### config.mk
export PLATFORM = sky130hd
export DESIGN_NAME = dds9959_cmd_rx
export DESIGN_NICKNAME = d
export VERILOG_FILES = /design/src/rtl/dds9959_cmd_rx.sv
export SDC_FILE = /design/constraint.sdc
export NUM_CORES = 1
export LEC_CHECK = 0
export ABC_CLOCK_PERIOD_IN_PS = 2150
export CORE_MARGIN = 4
export CORE_UTILIZATION = 31
export DETAILED_ROUTE_END_ITERATION = 10
export MAX_ROUTING_LAYER = met4
export PLACE_DENSITY = 0.61
export SLEW_MARGIN = 30
export SYNTH_ARGS = -nofsm -noshare
export SYNTH_HDL_FRONTEND = slang
export SYNTH_SLANG_ARGS = --single-unit
### constraint.sdc
create_clock -name wClk_i -period 2.15 [get_ports wClk_i]
set_clock_uncertainty 0.2 [all_clocks]
set_input_delay 0.215 -clock wClk_i [delete_from_list [all_inputs] [get_ports wClk_i]]
set_output_delay 0.215 -clock wClk_i [all_outputs]
set_load 0.03 [all_outputs]
### src/rtl/dds9959_cmd_rx.sv
// AD9959 command receiver: decodes sequencer commands into SPI write frames
// followed by an IO_UPDATE pulse.
module dds9959_cmd_rx #(
    parameter logic [3:0] BOARD_IDX = 4'h0,
    parameter int         CLK_DIV   = 4,
    parameter int         IOUP_W    = 4
) (
    input  logic        wClk_i,
    input  logic        wReset_i,
    input  logic        wDDSTrig_i,
    input  logic [3:0]  wDDSBrdIdx_i,
    input  logic [36:0] wAD9959Cmd_i,
    output logic        wHWReady_o,
    output logic        rCsb_o,
    output logic        rSclk_o,
    output logic        rSdio_o,
    output logic        rIOUpdate_o,
    output logic [1:0]  rErr_o
);

    typedef enum logic [1:0] {
        IDLE,
        SHIFT,
        CSHOLD,
        IOUP
    } state_e;

    localparam logic [7:0] DIV_LAST  = 8'(CLK_DIV - 1);
    localparam logic [7:0] IOUP_LAST = 8'(IOUP_W - 1);

    state_e      state_q, state_d;
    logic [39:0] frame_q, frame_d;
    logic [5:0]  len_q, len_d;
    logic [5:0]  bit_q, bit_d;
    logic [7:0]  div_q, div_d;
    logic        sclk_q, sclk_d;
    logic [1:0]  err_q, err_d;
    logic        ready_q, ready_d;

    logic [4:0]  op;
    logic [31:0] pay;
    logic [39:0] new_frame;
    logic [5:0]  new_len;
    logic        op_ok;
    logic        hit;
    logic        div_end;
    logic        last_bit;

    assign op       = wAD9959Cmd_i[36:32];
    assign pay      = wAD9959Cmd_i[31:0];
    assign hit      = wDDSTrig_i && (wDDSBrdIdx_i == BOARD_IDX);
    assign div_end  = (div_q == DIV_LAST);
    assign last_bit = (bit_q == (len_q - 6'd1));

    // Frames are left-aligned so the MSB of any length sits at bit 39.
    always_comb begin
        new_frame = '0;
        new_len   = '0;
        op_ok     = 1'b1;
        unique case (1'b1)
            (op == 5'h1): begin
                new_frame = {8'h00, pay[3:0], 4'h0, 24'h0};
                new_len   = 6'd16;
            end
            (op == 5'h2): begin
                new_frame = {8'h04, pay};
                new_len   = 6'd40;
            end
            (op == 5'h3): begin
                new_frame = {8'h05, 2'b00, pay[13:0], 16'h0};
                new_len   = 6'd24;
            end
            (op == 5'h4): begin
                new_frame = {8'h06, 11'h0, 1'b1, 2'b00, pay[9:0], 8'h0};
                new_len   = 6'd32;
            end
            default: op_ok = 1'b0;
        endcase
    end

    always_ff @(posedge wClk_i or negedge wReset_i) begin
        if (!wReset_i) begin
            state_q <= IDLE;
            frame_q <= '0;
            len_q   <= '0;
            bit_q   <= '0;
            div_q   <= '0;
            sclk_q  <= 1'b0;
            err_q   <= 2'b00;
            ready_q <= 1'b1;
        end else begin
            state_q <= state_d;
            frame_q <= frame_d;
            len_q   <= len_d;
            bit_q   <= bit_d;
            div_q   <= div_d;
            sclk_q  <= sclk_d;
            err_q   <= err_d;
            ready_q <= ready_d;
        end
    end

    always_comb begin
        state_d = state_q;
        case (state_q)
            IDLE:    if (hit && op_ok) state_d = SHIFT;
            SHIFT:   if (div_end && sclk_q && last_bit) state_d = CSHOLD;
            CSHOLD:  if (div_end) state_d = IOUP;
            IOUP:    if (div_q == IOUP_LAST) state_d = IDLE;
            default: state_d = IDLE;
        endcase
    end

    always_comb begin
        frame_d = frame_q;
        len_d   = len_q;
        bit_d   = bit_q;
        div_d   = div_q;
        sclk_d  = sclk_q;
        err_d   = err_q;
        err_d[1] = err_q[1] | (hit && (state_q == IDLE) && !op_ok);
        err_d[0] = err_q[0] | (hit && (state_q != IDLE));
        case (state_q)
            IDLE: begin
                if (hit && op_ok) begin
                    frame_d = new_frame;
                    len_d   = new_len;
                    bit_d   = '0;
                    div_d   = '0;
                    sclk_d  = 1'b0;
                end
            end
            SHIFT: begin
                if (div_end) begin
                    div_d  = '0;
                    sclk_d = !sclk_q;
                    if (sclk_q) begin
                        frame_d = {frame_q[38:0], 1'b0};
                        bit_d   = bit_q + 6'd1;
                    end
                end else begin
                    div_d = div_q + 8'd1;
                end
            end
            CSHOLD: div_d = div_end ? 8'd0 : div_q + 8'd1;
            IOUP:   div_d = (div_q == IOUP_LAST) ? 8'd0 : div_q + 8'd1;
            default: div_d = '0;
        endcase
        ready_d = (state_d == IDLE);
    end

    always_comb begin
        wHWReady_o  = ready_q;
        rCsb_o      = (state_q != SHIFT);
        rSclk_o     = (state_q == SHIFT) && sclk_q;
        rSdio_o     = (state_q == SHIFT) && frame_q[39];
        rIOUpdate_o = (state_q == IOUP);
        rErr_o      = err_q;
    end

endmodule

==> results_dict.tcl <==
set metrics [dict create \
    cts_made_buffers 9 \
    synth.cell_area_um2 3760 \
    mostFrequentLayoutCells "dfrtp_1, clkdlybuf4s50_1, buf_4" \
    grt_setup_unrepaired "no" \
    synth-main-ff-cell "dfrtp_1" \
    antenna_found_initial 0 \
    max-slew-margin-rel 0.593 \
    r2r_cells 7 \
    finalNetCount 496 \
    ys_seq_elements 63 \
    p_per_area_nw_per_um2 777 \
    timing.fmax_mhz 476 \
    maxCapViolations 0 \
    root_buffer "clkbuf_16" \
    drive_above_1_share 0.236 \
    first_iter_violations 243 \
    post_drt_via_cell_ratio 5.34 \
    path_class "in -> reg" \
    postSynth.asyncResetShare 1.00 \
    chipWidth_um 118 \
    cts_htree_levels 3 \
    synth_edf_count 0 \
    numPortBuffers 50 \
    critPathRequiredTime_ns 2.16 \
    totalWireLength_um 9970 \
    p_leak_nw 2.13 \
    grt_pass1_vias 3204 \
    clock_latency_ns 0.32 \
    synthCells 370 \
    cp-end-kind "flop" \
    grt_usage 0.146 \
    hold_path_class "in -> async" \
    timing_hold_violations_final 0 \
    grt_overflow 0 \
    post-route-period-util 0.976 \
    place.gp.congestion 0.857 \
    cp_slowest_cell "clkdlybuf4s50_1" \
    drv_slew 0 \
    crit_top_cell "buf_4" \
    ys_seq_area_frac 0.420 \
    slowest_delay_ns 0.45 \
    num_vias 3186 \
    start_util 0.323 \
    fill_cells 1140 \
    vdd_drop_max_v 0.000426 \
    core_area_um2 11600 \
    setup_viol 0 \
    yosysUniqueCellTypes 55 \
    areaGrowthSynthToFinish_pct 32.7 \
    cp.arrival_ns 2.11 \
    critPathMaxFanout 11 \
    diodes 0 \
    layout_commonest_cell "dfrtp_1" \
    drtPass1Iterations 4 \
    startpoint_type "input pin" \
    die_h_um 118 \
    cts_tree "yes" \
    p_total_w 0.00387 \
    rr_startpoint "div_q[0]$_DFFE_PN0P_" \
    ioPinCount 51 \
    worst_pin_slew_ns 0.610 \
    grt_max_degree 40 \
    dp.cells 575 \
    reg2reg_slack_ns 0.10 \
    fin_cells 597 \
    rows 39 \
    cts_buffer_depth 2 \
    dpl.hpwl_um 7190 \
    die-area_um2 13900 \
    status "completed" \
    path_clk_slew_ns 0.06 \
    layout_min_cycle_time_ns 2.10 \
    yosys_warnings 0 \
    wl_per_cell_um 16.7 \
    crit_chain "clkdlybuf4s50_1, or2_0, nor3_1, buf_4, buf_4, a31oi_1, mux2_2" \
    syn_nets 417 \
    r2r_end "frame_q[1]$_DFFE_PN0P_" \
    drc 0 \
    grt_first_pass_wirelength_um 16400 \
    ant_nets 0 \
    syn_area_per_cell_um2 10.2 \
    cts_num_sinks 63 \
]
worst max-delay path: cells and delay by family:
kind | cells | cell delay, ns
simple gates | 2 | 0.59
compound gates | 1 | 0.18
mux | 1 | 0.30
buf+inv | 3 | 0.82
registers in the layout, indices dropped and copies added, names as in the netlist:
signal and count:
frame_q 40, div_q 8, bit_q 6, len_q 3
rErr_o 2, state_q 2, sclk_q 1, wHWReady_o 1
routing by layer:
layer,global-route usage,part of all wire,vias to the layer above,routed length [um]
met4,0.0337,0.013,0,125
met1,0.194,0.48,1556,4760
met3,0.0380,0.047,15,471
li1,-,-,1516,-
met5,-,0,-,0
met2,0.224,0.46,99,4610
repair_timing:
action	CTS	global route
hold endpoints to repair	23	0
gates resized for setup	6	4
endpoints found under the setup margin	35	33
gates cloned	0	1
hold buffers	1	0
setup buffers	0	4
worst max-delay path by stage:
| stage | startpoint | end | slack (ns) | cells past startpoint |
|---|---|---|---|---|
| floorplan | div_q[0]$_DFFE_PN0P_ | frame_q[23]$_DFFE_PN0P_ | 0.01 | 8 |
| global placement | wAD9959Cmd_i[35] | frame_q[22]$_DFFE_PN0P_ | -0.27 | 7 |
| detailed placement | wAD9959Cmd_i[35] | frame_q[22]$_DFFE_PN0P_ | -0.30 | 7 |
| CTS | div_q[0]$_DFFE_PN0P_ | frame_q[22]$_DFFE_PN0P_ | 0.004 | 7 |
| global route | div_q[0]$_DFFE_PN0P_ | frame_q[24]$_DFFE_PN0P_ | 0.006 | 7 |
| finish | wAD9959Cmd_i[35] | div_q[0]$_DFFE_PN0P_ | 0.05 | 7 |
where the power goes:
part,total [W],switching [W],internal (W),leakage (nW)
clock network,0.00133,0.000516,0.000813,0.130
logic,0.000996,0.000451,0.000545,1.20
registers,0.00155,0.000160,0.00139,0.803
through the flow:
stage          TNS [ns]  setup slack (ns)  area [um2]  hold slack (ns)   util
2_1_floorplan         0            0.0147        3760           -0.281      -
3_3_place_gp     -10.40            -0.273        4620           0.0595  0.397
3_5_place_dp     -11.58            -0.298        4620           0.0679  0.397
4_1_cts               0           0.00376        4910            0.275  0.423
5_1_grt               0           0.00583        4990            0.283  0.429
6_report              0            0.0510        4990            0.247  0.429
cell usage after synthesis (3+ instances only):
master,number,share of area
xnor2_1,6,0.014
clkbuf_1,19,0.019
ha_1,3,0.010
nor3_1,4,0.0053
a31oi_1,11,0.018
mux2_2,9,0.027
nor3b_1,7,0.014
buf_6,4,0.012
and3_1,14,0.023
a21o_1,3,0.0060
xor2_1,4,0.0093
mux2_4,19,0.076
a21oi_1,11,0.015
dfrtp_1,62,0.41
mux2i_1,14,0.037
inv_1,4,0.0040
a211oi_1,9,0.018
and2_1,3,0.0050
nand2b_1,3,0.0050
nand3_1,9,0.012
nand4_1,4,0.0067
buf_2,6,0.0080
o22ai_1,3,0.0050
nand2_1,43,0.043
a22o_1,15,0.035
o31ai_1,11,0.022
nor2_1,11,0.011
o21ai_0,22,0.029
o21a_1,3,0.0060
kinds of logic after synthesis:
logic type / share of synthesized area
fa+ha+maj: 0.00999
mux: 0.146
compound gates: 0.177
simple gates: 0.170
xor+xnor: 0.0233
buf+inv: 0.0536
flops: 0.420
area by class of cell:
cell class / count / area (um2) / area share
multi-input combinational: 272 / 2010 / 0.404
sequential: 63 / 1580 / 0.316
timing repair buffer: 99 / 928 / 0.186
clock buffer: 13 / 250 / 0.0502
tap: 143 / 179 / 0.0359
clock inverter: 3 / 21.3 / 0.00427
inverter: 4 / 15.0 / 0.00301
No activity file was read; power rests on OpenSTA's default activity.
